===== src/rtl/lvda_dor_pkg.sv =====
// Shared types for the LVDA discrete-output register loader.
// Holds the apply-mode encodings and the loader state enum.
package lvda_dor_pkg;

   typedef enum logic [1:0] {
      MODE_WRITE = 2'b00,
      MODE_SET   = 2'b01,
      MODE_CLEAR = 2'b10,
      MODE_RSVD  = 2'b11
   } dor_mode_e;

   typedef enum logic [1:0] {
      IDLE,
      SHIFT,
      READY,
      APPLY
   } dor_state_e;

endpackage


===== src/rtl/dor_watchdog.sv =====
// Idle-cycle watchdog for the DOR loader; expire pulses for one cycle
// on the TIMEOUT-th consecutive enabled cycle without a kick.
// Ports: clk, rst_n (async low), enable, kick -> expire.
module dor_watchdog #(
   parameter int TIMEOUT = 1024
) (
   input  logic clk,
   input  logic rst_n,
   input  logic enable,
   input  logic kick,
   output logic expire
);

   localparam int CW = (TIMEOUT > 1) ? $clog2(TIMEOUT) : 1;
   localparam logic [CW-1:0] LAST = CW'(TIMEOUT - 1);

   logic [CW-1:0] cnt_q;

   assign expire = enable && !kick && (cnt_q == LAST);

   // Counter parks at zero on expiry; the loader leaves SHIFT/READY
   // on the same edge, so it never wraps.
   always_ff @(posedge clk or negedge rst_n) begin
      if (!rst_n) begin
         cnt_q <= '0;
      end else if (!enable || kick || expire) begin
         cnt_q <= '0;
      end else begin
         cnt_q <= cnt_q + 1'b1;
      end
   end

endmodule


===== src/rtl/lvda_dor_loader.sv =====
// LVDA discrete-output register loader: shifts in a serial command
// word and applies it to DOR as write, set or clear on LOAD.
// Ports: SIM_CLK, SIM_RST (async low), SDATA, SSTB, LOAD, DOMODE,
// ERRCLR -> DOR, BUSY, DOERR, DOR6H/8H/9H/10H (DOR taps).
// Option LVDA_DOR_PARITY_EN: WIDTH+1 bit word, last bit odd parity.
module lvda_dor_loader
   import lvda_dor_pkg::*;
#(
   parameter int WIDTH   = 16,
   parameter int TIMEOUT = 1024
) (
   input  logic             SIM_CLK,
   input  logic             SIM_RST,
   input  logic             SDATA,
   input  logic             SSTB,
   input  logic             LOAD,
   input  logic [1:0]       DOMODE,
   input  logic             ERRCLR,
   output logic [WIDTH-1:0] DOR,
   output logic             BUSY,
   output logic             DOERR,
   output logic             DOR6H,
   output logic             DOR8H,
   output logic             DOR9H,
   output logic             DOR10H
);

`ifdef LVDA_DOR_PARITY_EN
   localparam int WORD_LEN = WIDTH + 1;
`else
   localparam int WORD_LEN = WIDTH;
`endif
   localparam int CNTW = $clog2(WORD_LEN + 1);
   localparam logic [CNTW-1:0] LAST = CNTW'(WORD_LEN);

   dor_state_e       state_q, state_d;
   dor_mode_e        mode_q, mode_d;
   logic [WIDTH-1:0] sr_q;
   logic [WIDTH-1:0] dor_q, dor_d;
   logic [CNTW-1:0]  cnt_q, cnt_d;
   logic [CNTW-1:0]  cnt_inc;
   logic             busy_q;
   logic             err_q;
   logic             err_set;
   logic             take;
   logic             shift_sr;
   logic             par_ok;
   logic             wd_en;
   logic             wd_expire;

   assign cnt_inc = cnt_q + 1'b1;

`ifdef LVDA_DOR_PARITY_EN
   logic par_q;
   logic shift_par;

   // Data bits fill sr; the trailing bit lands in par_q.
   assign shift_sr  = take && (cnt_q < CNTW'(WIDTH));
   assign shift_par = take && (cnt_q == CNTW'(WIDTH));
   assign par_ok    = ^{sr_q, par_q};

   always_ff @(posedge SIM_CLK or negedge SIM_RST) begin
      if (!SIM_RST) begin
         par_q <= 1'b0;
      end else if (shift_par) begin
         par_q <= SDATA;
      end
   end
`else
   assign shift_sr = take;
   assign par_ok   = 1'b1;
`endif

   assign wd_en = (state_q == SHIFT) || (state_q == READY);

   dor_watchdog #(
      .TIMEOUT(TIMEOUT)
   ) u_wdog (
      .clk   (SIM_CLK),
      .rst_n (SIM_RST),
      .enable(wd_en),
      .kick  (SSTB | LOAD),
      .expire(wd_expire)
   );

   always_comb begin
      state_d = state_q;
      mode_d  = mode_q;
      dor_d   = dor_q;
      cnt_d   = cnt_q;
      err_set = 1'b0;
      take    = 1'b0;
      unique case (state_q)
         IDLE: begin
            if (SSTB) begin
               take    = 1'b1;
               cnt_d   = cnt_inc;
               state_d = (cnt_inc == LAST) ? READY : SHIFT;
            end else if (LOAD) begin
               err_set = 1'b1;
            end
         end
         SHIFT: begin
            if (wd_expire || LOAD) begin
               err_set = 1'b1;
               cnt_d   = '0;
               state_d = IDLE;
            end else if (SSTB) begin
               take  = 1'b1;
               cnt_d = cnt_inc;
               if (cnt_inc == LAST) begin
                  state_d = READY;
               end
            end
         end
         READY: begin
            cnt_d   = '0;
            state_d = IDLE;
            if (LOAD && par_ok) begin
               mode_d  = dor_mode_e'(DOMODE);
               state_d = APPLY;
            end else if (LOAD || SSTB || wd_expire) begin
               err_set = 1'b1;
            end else begin
               cnt_d   = cnt_q;
               state_d = READY;
            end
         end
         APPLY: begin
            state_d = IDLE;
            unique case (mode_q)
               MODE_WRITE: dor_d = sr_q;
               MODE_SET:   dor_d = dor_q | sr_q;
               MODE_CLEAR: dor_d = dor_q & ~sr_q;
               default:    err_set = 1'b1;
            endcase
         end
         default: begin
            cnt_d   = '0;
            state_d = IDLE;
         end
      endcase
   end

   always_ff @(posedge SIM_CLK or negedge SIM_RST) begin
      if (!SIM_RST) begin
         state_q <= IDLE;
         mode_q  <= MODE_WRITE;
         sr_q    <= '0;
         dor_q   <= '0;
         cnt_q   <= '0;
         busy_q  <= 1'b0;
         err_q   <= 1'b0;
      end else begin
         state_q <= state_d;
         mode_q  <= mode_d;
         dor_q   <= dor_d;
         cnt_q   <= cnt_d;
         busy_q  <= (state_d != IDLE);
         if (shift_sr) begin
            sr_q <= {sr_q[WIDTH-2:0], SDATA};
         end
         // A new error outranks a coincident clear.
         if (err_set) begin
            err_q <= 1'b1;
         end else if (ERRCLR) begin
            err_q <= 1'b0;
         end
      end
   end

   assign DOR    = dor_q;
   assign BUSY   = busy_q;
   assign DOERR  = err_q;
   assign DOR6H  = dor_q[6];
   assign DOR8H  = dor_q[8];
   assign DOR9H  = dor_q[9];
   assign DOR10H = dor_q[10];

endmodule


===== config.mk =====
export PLATFORM = sky130hd
export DESIGN_NAME = lvda_dor_loader
export DESIGN_NICKNAME = d
export VERILOG_FILES = /design/src/rtl/lvda_dor_pkg.sv /design/src/rtl/dor_watchdog.sv /design/src/rtl/lvda_dor_loader.sv
export SDC_FILE = /design/constraint.sdc
export NUM_CORES = 1
export LEC_CHECK = 0
export CORE_ASPECT_RATIO = 0.9
export CORE_MARGIN = 2
export CORE_UTILIZATION = 45
export CTS_BUF_LIST = sky130_fd_sc_hd__clkbuf_8
export CTS_CLUSTER_DIAMETER = 60
export DETAILED_ROUTE_END_ITERATION = 6
export PLACE_DENSITY = 0.74
export RECOVER_POWER = 100
export SLEW_MARGIN = 5
export SYNTH_ARGS = -nofsm -noshare
export SYNTH_HDL_FRONTEND = slang
export SYNTH_SLANG_ARGS = --single-unit
export TNS_END_PERCENT = 1

===== constraint.sdc =====
create_clock -name SIM_CLK -period 3.3 [get_ports SIM_CLK]
set_input_delay 0.99 -clock SIM_CLK [delete_from_list [all_inputs] [get_ports SIM_CLK]]
set_output_delay 0.99 -clock SIM_CLK [all_outputs]
set_load 0.02 [all_outputs]

After elaboration in Yosys (flattened, before gate mapping)
Index checks and enable logic that the tools add are counted.
Word-level totals
  flip-flop bits (word level): 53
  bits in latches: 0
  RAM bits: 0
  ROM bits: 0
  output and inout bits: 22
  memories: 0
Operators by class
  add/subtract/negate cells: 2
  $mul: 0
  divide/modulo/power cells: 0
  $lt $le $gt $ge: 0
  equality and inequality tests: 8
  shift-type cells: 0
  mux-type cells: 27
  bitwise operators: 4
  reductions and logical operators: 20
Operators with widths (number)
  $pmux W16 S3: 1
  $mux W5: 4
  $and A16 B16 Y16: 1
  $not A16 Y16: 1
  $or A16 B16 Y16: 1
  $pmux W5 S3: 1
  $mux W2: 7
  $add A10 B1 Y10 const B: 1
  $eq A10 B10 Y1 const B: 1
  $mux W1: 10
  $mux W10: 1
  $pmux W2 S4: 1
  $eq A2 B2 Y1 const B: 3
  $logic_or A1 B1 Y1: 6
  $reduce_and A2 Y1: 3
  $reduce_bool A3 Y1: 2
  $add A5 B1 Y5 const B: 1
  $eq A5 B5 Y1 const B: 1
  $eq A2 B1 Y1 const B: 2
  $logic_not A2 Y1: 2
  $pmux W1 S4: 1
  $reduce_bool A2 Y1: 2
  $ne A3 B2 Y1 const B: 1
  $reduce_or A3 Y1: 1
  other kinds (4): 6

Longest topological paths before layout
Gate-level depths: netlist of run 1.
  word-level depth: 9
  gate-level depth with buffers: 8
  mapped depth without buffers: 7

Modules after synthesis
A second synthesis of run 1 with hierarchy kept.
Second synthesis, totals
  cells, all modules: 262
  area, all modules: 2778.9 µm²
Modules (own cells, without submodules)
  lvda_dor_loader: instances 1, cells an instance 211, area an instance 2275.9 µm², seq. area each 1076.0 µm²
  dor_watchdog: instances 1, cells an instance 51, area an instance 503.0 µm², seq. area each 250.2 µm²

Least setup slack after synthesis of run 1
No wires, ideal clock.
  kind: input-to-reg
  start: input LOAD
  end: register cnt_q[3]
  data arrival time: 2.457 ns
  data required time: 3.218 ns
  slack: 0.761 ns
  cell stages on the path: 5
  cell sequence: or3b_4 -> or4_1 -> a31o_1 -> nand2b_4 -> o22ai_1
On the way
  word-level cells in the longest chain between the ends: 7
  elaborated cells between the ends (all ways): 12
  classes of those cells: 1 x eq/ne; 3 x mux; 1 x bitwise; 7 x reduce/logical
Ends and longest elaborated chain
  start: declaration: line lvda_dor_loader.sv:16  | input logic LOAD,
  $or A1 B1 Y1: line lvda_dor_loader.sv:82  | .kick (SSTB | LOAD),
  $logic_not A1 Y1: line dor_watchdog.sv:19  | assign expire = enable && !kick && (cnt_q == LAST);
  $logic_and A1 B1 Y1 (2 in series): line dor_watchdog.sv:19
  $logic_or A1 B1 Y1 (on tied branches): line lvda_dor_loader.sv:104, lvda_dor_loader.sv:122
  $mux W5 or $ne A3 B2 Y1 (tied branches)
  $pmux W5 S3 or $reduce_and A2 Y1 (tied branches)
  end signal: assignment: line lvda_dor_loader.sv:158  | cnt_q <= cnt_d;
  end: declaration: line lvda_dor_loader.sv:40  | logic [CNTW-1:0] cnt_q, cnt_d;
Several ways; a longest one is shown, not always the timed one.
A chain may end at the register's enable or synchronous reset.

Worst setup path in the final report of run 1
  start: input LOAD
  end: register sr_q[5]
On the way
  word-level cells in the longest chain between the ends: 7
Ends and longest elaborated chain
  $or A1 B1 Y1: line lvda_dor_loader.sv:82
  $logic_not A1 Y1: line dor_watchdog.sv:19
  $logic_and A1 B1 Y1 (2 in series): line dor_watchdog.sv:19
  $logic_or A1 B1 Y1 (*): line lvda_dor_loader.sv:104  | if (wd_expire || LOAD) begin
  $mux W1 (*): line lvda_dor_loader.sv:104
  $pmux W1 S2 (*): line lvda_dor_loader.sv:93  | unique case (state_q)
  end signal: assignment: line lvda_dor_loader.sv:161  | sr_q <= {sr_q[WIDTH-2:0], SDATA};
  end: declaration: line lvda_dor_loader.sv:38  | logic [WIDTH-1:0] sr_q;
Mark *: on every way between the ends. The rest lies on a longest branch, timed or not.

==> flow_summary.ini, run 1 <==
[setup_path]
cp-end-kind = flip-flop
criticalPathCategory = in2reg
worstPathRequired_ns = 3.50
crit_fanout = 16
cp-start-kind = primary input
critical_path_arrival_ns = 3.17
worst_reg2reg_path_depth = 7

[power]
total_leakage_power_nw = 1.47
vdd.ir_drop.worst_v = 0.000240
totalPowerFinal_mw = 1.91
power_density_mw_per_mm2 = 607

[run]
max_cap_viol_count = 0

[cells_and_area]
number_of_filler_cells_placed_in_the_layout = 507
area_delta_synth_final_pct = 14.8
nNetsFinal = 316
n_antenna_cell = 0
post_route_cells_drive_above_1_share_pct = 11.1

[global_routing]
maximum_number_of_pins_on_one_net_before_global_route_repair = 54
remaining_overflow_grt = 0
initial_antenna_violation_count = 0
grt_pass1_vias = 1939
first_pass_grt_wire_length_um = 9080
global_route.usage.total_pct = 16.9

[synthesis]
post_synth_inst_count = 272
netlist_area_mm2 = 0.00275
post_synthesis_sequential_area_ratio_pct = 48.3
ys_top_cells_by_area = dfrtp_1, mux2_2, a21oi_1, ha_1, o22ai_1
synthesis.nets = 291
yosys_warnings = 0
synth.lib_cells_used.distinct = 44
postSynth.topFlopCell = dfrtp_1
synth_enable_flop_cells = 0
yosysTopAreaCellShare_pct = 48.3
post_synthesis_mean_instance_area_um2 = 10.1
synth.ff_latch_count = 53
asyncSetResetFlopFracSynth_pct = 100
synth_area_leader_cell = dfrtp_1

[sta]
layout_worst_path_cycle_share_pct = 90.1
finalClockSkew_ns = 0.00925
maxSlewHeadroom_pct = 14.3
slew_of_the_pin_with_the_lowest_slew_margin_ns = 1.29
grt_setup_unrepaired = false
period_needed_ns = 2.97
timing_max_transition_violations_final = 0
setup_viol_count_final = 0
fmax_mhz = 336
fin_setup_tns_ns = 0
report.final.hold_viol_count = 0

[clock_network]
tritoncts = yes
clkSlewWorstSetupHoldPaths_ns = 0.09
clock_sinks = 53
clock_insertion_delay_at_the_later_pin_of_the_skew_report_ns = 0.31
cts_made_buffers = 5
postCtsSetupRepairBufs = 0
clk_path_buf_depth = 2
postCtsHoldBufs = 0
cts.repair.resized = 0
clock_tree.htree_level_count = 2
root_buf_cell = clkbuf_8

[die]
die_width_um = 86.4
io-pin-count = 30
core_mm2 = 0.00579
fp-row-count = 26
dieArea_mm2 = 0.00675
die_outline_height_um = 78.1
initial_cell_density_of_the_core_pct = 47.4

[drt]
wl_per_cell_um = 14.3
ratio_of_routed_vias_to_standard_cells = 5.52
drt_iter0_markers = 132
antenna_violating_nets_left = 0
drt-pass1-iter-count = 4
post-route-drc-count = 0
routed_wirelength_um = 5250
via_count = 2032

[place]
dp_hpwl_um = 3520
gp_routability_congestion = 0.794
buffer_ports.inserted = 29

[worst_hold_path]
hold_path.class = reg2reg
whs_path_depth = 1

[status]
run_status = finished clean
## routing by layer
metal	track usage [%]	wire (um)	up-vias	part of all wire (%)
li1	-	-	1023	-
met1	23.0	2570	971	49
met2	26.1	2390	32	46
met3	4.63	216	6	4.1
met4	5.94	74	0	1.4
met5	0	0	-	0
## Yosys cell counts (2+ instances only)
cell type,instances
mux2_2,18
nor3_1,3
nor2b_1,16
xor2_1,6
nand2b_1,5
nand3_1,5
nand2_1,12
o22ai_1,18
dfrtp_1,53
nor2_1,16
xnor2_1,2
a21oi_1,40
o21ai_0,2
a32oi_1,2
nand4_1,5
o21ai_1,3
and3_1,2
clkbuf_1,12
inv_1,13
buf_4,4
a41o_1,2
ha_1,11
## where the power goes
group          internal, mW  total (mW)  switching (mW)
Clock                 0.144       0.353           0.208
Sequential            0.788       0.958           0.170
Combinational         0.308       0.604           0.296
## path summary, 6_finish.rpt
| path | startpoint | endpoint | slack [ns] |
|---|---|---|---|
| setup reg to reg | state_q[0]$_DFF_PN0_ | cnt_q[4]$_DFFE_PN0P_ | 0.70 |
| hold / removal | u_wdog.cnt_q[0]$_DFF_PN0_ | u_wdog.cnt_q[0]$_DFF_PN0_ | 0.51 |
| max in group asynchronous | SIM_RST | sr_q[5]$_DFFE_PN0P_ | 1.50 |
| hold reg to reg | u_wdog.cnt_q[0]$_DFF_PN0_ | u_wdog.cnt_q[0]$_DFF_PN0_ | 0.51 |
| setup / recovery | LOAD | sr_q[5]$_DFFE_PN0P_ | 0.33 |
| min in group asynchronous | SIM_RST | u_wdog.cnt_q[9]$_DFF_PN0_ | 1.03 |
## area by class of cell
| cell class | count | area [um^2] | area share [%] |
|---|---|---|---|
| well taps | 70 | 87.6 | 2.78 |
| clock inverters | 3 | 13.8 | 0.437 |
| inverters | 13 | 48.8 | 1.55 |
| repair buffers | 34 | 313 | 9.92 |
| multi-input cells | 190 | 1290 | 41.1 |
| flip-flops and latches | 53 | 1330 | 42.1 |
| clock buffers | 5 | 68.8 | 2.18 |
## logic make-up after synthesis
family                   Yosys count  synth area share (%)
multiplexers                      18                  7.38
flip-flops                        53                  48.3
buffers and inverters             29                  4.51
adder cells (fa/ha/maj)           11                  5.01
AO/OA/AOI/OAI                     80                  17.9
AND/OR/NAND/NOR                   73                  14.4
XOR/XNOR                           8                  2.55
## registers in the layout (all words and copies together), names as in the netlist
name,flops
BUSY,1
DOERR,1
DOR,16
cnt_q,5
mode_q,2
sr_q,16
state_q,2
u_wdog.cnt_q,10
## per-stage QoR
step           cell area (um^2)  hold slack [ns]  util [%]  setup slack (ns)  std cells
2_1_floorplan              2750            0.473         -             0.761        272
3_3_place_gp               3080            0.499      53.3             0.260        360
3_5_place_dp               3080            0.504      53.3             0.186        360
4_1_cts                    3170            0.516      54.7             0.518        368
5_1_grt                    3150            0.542      54.5             0.217        368
6_report                   3150            0.514      54.5             0.327        368
## layout by cell type, fill, tap and decap left out, types with 2 or more instances in the layout
cell / count
mux2_2: 18
a41o_1: 3
nand2_1: 12
ha_1: 11
clkinv_2: 2
dlygate4sd3_1: 23
buf_4: 2
clkdlybuf4s50_1: 5
inv_1: 14
and3_1: 2
o22ai_1: 18
a32oi_1: 2
dfrtp_1: 53
nand2b_1: 5
xor2_1: 6
clkbuf_8: 5
clkbuf_1: 2
a21oi_1: 40
o21ai_0: 4
nor2_1: 16
xnor2_1: 2
nor2b_1: 15
nand4_1: 5
nand3_1: 5
nor3_1: 3
## worst max-delay path: stages
cell and delay, ns:
dlygate4sd3_1 0.54, clkbuf_1 0.23, inv_1 0.10, nand2_1 0.11, nand2b_1 0.07, nand2_1 0.06
clkbuf_1 0.66, mux2_2 0.42
No activity file was read; power rests on OpenSTA's default activity.
==> inputs of run 2 (changes only) <==
Settings changed: CAP_MARGIN set to 0, PLACE_DENSITY 0.74 to 0.72.
==> run 2 against run 1 <==
Via count increased by 0.49%. Cell count unchanged. Clock-buffer cell count did not move. Wire length grew 4.3%. Critical path type unchanged. Largest cell class unchanged.
==> flow_summary.ini, run 2 (synthesis results as in run 1) <==
[sta]
grt_setup_unrepaired = false
setup_viol_count_final = 0
timing_max_transition_violations_final = 0
fmax_mhz = 339
layout_worst_path_cycle_share_pct = 89.4
report.final.hold_viol_count = 0
finalClockSkew_ns = 0.0116
fin_setup_tns_ns = 0
slew_of_the_pin_with_the_lowest_slew_margin_ns = 1.33
maxSlewHeadroom_pct = 11.6
period_needed_ns = 2.95

[place]
dp_hpwl_um = 3630
gp_routability_congestion = 0.777
post_dp_cell_area_mm2 = 0.00308
buffer_ports.inserted = 29

[setup_path]
critical_path_arrival_ns = 3.19
criticalPathCategory = in2reg
cp-end-kind = flip-flop
worstSetupStartpoint = LOAD
crit_path_max_incr_delay_ns = 0.56
cp-start-kind = primary input
critical_path_depth = 6
crit_fanout = 6
worstPathBufferInverterCount = 1
cp-endpoint = cnt_q[1]$_DFFE_PN0P_
worstReg2RegEnd = cnt_q[1]$_DFFE_PN0P_
path_cells = dlygate4sd3_1, or3b_1, or4_1, a31o_1, nand2b_4, o22ai_1
r2r-start = state_q[0]$_DFF_PN0_
worstPathRequired_ns = 3.54
worst_path_dominant_cell_family = simple AND/OR/NAND/NOR gates
crit_slowest_cell = or4_1
worst_reg2reg_path_depth = 7
ff2ff_setup_slack_ns = 0.69

[power]
power.share.sequential_pct = 48.4
clock_power_share_pct = 20.6
power_density_mw_per_mm2 = 624
total_leakage_power_nw = 1.47
share_comb_of_total_power_pct = 31.0
power_report.internal_total_mw = 1.26
power.net_switching_mw = 0.720
power.share.switching_pct = 36.4
totalPowerFinal_mw = 1.98
vdd.ir_drop.worst_v = 0.000330

[die]
die_width_um = 86.4
initial_cell_density_of_the_core_pct = 47.4
core_mm2 = 0.00579
fp-row-count = 26
die_outline_height_um = 78.1
dieArea_mm2 = 0.00675
io-pin-count = 30

[clock_network]
cts_made_buffers = 5
clock_insertion_delay_at_the_later_pin_of_the_skew_report_ns = 0.32
clock_sinks = 53
clk_path_buf_depth = 2
clock_tree.htree_level_count = 2
postCtsHoldBufs = 0
postCtsSetupRepairBufs = 0
cts.repair.resized = 0
tritoncts = yes
clkSlewWorstSetupHoldPaths_ns = 0.11
root_buf_cell = clkbuf_8

[cells_and_area]
final_core_util_pct = 54.8
area_delta_synth_final_pct = 15.5
finalInstanceArea_mm2 = 0.00317
nNetsFinal = 316
n_antenna_cell = 0
top_library_cells_by_usage_in_the_layout_fill_and_taps_aside = dfrtp_1, a21oi_1, dlygate4sd3_1, o22ai_1, mux2_2
mostFrequentLayoutCell = dfrtp_1
post_route_cells_drive_above_1_share_pct = 11.7

[worst_hold_path]
hold_path.class = reg2reg

[drt]
ratio_of_routed_vias_to_standard_cells = 5.55
routed_wirelength_um = 5470
via_count = 2042
wl_per_cell_um = 14.9
drt_iter0_markers = 101
drt-pass1-iter-count = 4
antenna_violating_nets_left = 0
post-route-drc-count = 0

[global_routing]
remaining_overflow_grt = 0
maximum_number_of_pins_on_one_net_before_global_route_repair = 54
first_pass_grt_wire_length_um = 9290
global_route.usage.total_pct = 17.2
grt_pass1_vias = 1999
initial_antenna_violation_count = 0

[run]
max_cap_viol_count = 0

[status]
run_status = finished clean
==> run 2: cell count changes in the layout (fill, tap and decap cells not counted) <==
| cell | change |
|---|---|
| inv_6 | +2 |
| clkbuf_1 | -1 |
| clkinv_2 | -2 |
| inv_8 | +1 |
| inv_1 | -1 |
| buf_4 | +1 |
==> run 2: layer usage <==
metal	wire length, um	up-vias	global-route usage [%]	share of wire, %
met1	2660	1003	23.4	49
li1	-	1014	-	-
met4	77	0	5.94	1.4
met2	2610	20	27.5	48
met5	0	-	0	0
met3	124	5	3.26	2.3
==> run 2: layout make-up <==
cell class                      count  area [um^2]
Clock inverter                      3         28.8
Multi-Input combinational cell    190         1290
Tap cell                           70         87.6
Sequential cell                    53         1330
Timing Repair Buffer               34          317
Inverter                           13         48.8
Fill cell                         528         2620
Clock buffer                        5         68.8
==> run 2: worst min path at each step <==
stage	startpoint	cells past startpoint	endpoint
final	u_wdog.cnt_q[0]$_DFF_PN0_	1	u_wdog.cnt_q[0]$_DFF_PN0_
after detailed placement	u_wdog.cnt_q[0]$_DFF_PN0_	1	u_wdog.cnt_q[0]$_DFF_PN0_
after floorplan	u_wdog.cnt_q[0]$_DFF_PN0_	1	u_wdog.cnt_q[0]$_DFF_PN0_
after global placement	DOERR$_DFFE_PN0P_	2	DOERR$_DFFE_PN0P_
after CTS	u_wdog.cnt_q[0]$_DFF_PN0_	1	u_wdog.cnt_q[0]$_DFF_PN0_
after global routing	DOERR$_DFFE_PN0P_	2	DOERR$_DFFE_PN0P_
==> run 2: power by group through the flow <==
stage | combinational (mW) | sequential, mW | clock (mW)
finish | 0.614 | 0.959 | 0.407
global route | 0.683 | 0.986 | 0.437
CTS | 0.629 | 0.957 | 0.420
detailed placement | 0.628 | 0.970 | 0
global placement | 0.606 | 0.961 | 0
floorplan | 0.479 | 0.937 | 0
==> run 2: through the flow <==
stage	hold slack (ns)	setup slack (ns)	cells
2_1_floorplan	0.473	0.761	272
3_3_place_gp	0.501	0.256	360
3_5_place_dp	0.505	0.209	360
4_1_cts	0.521	0.550	368
5_1_grt	0.553	0.265	368
6_report	0.517	0.351	368
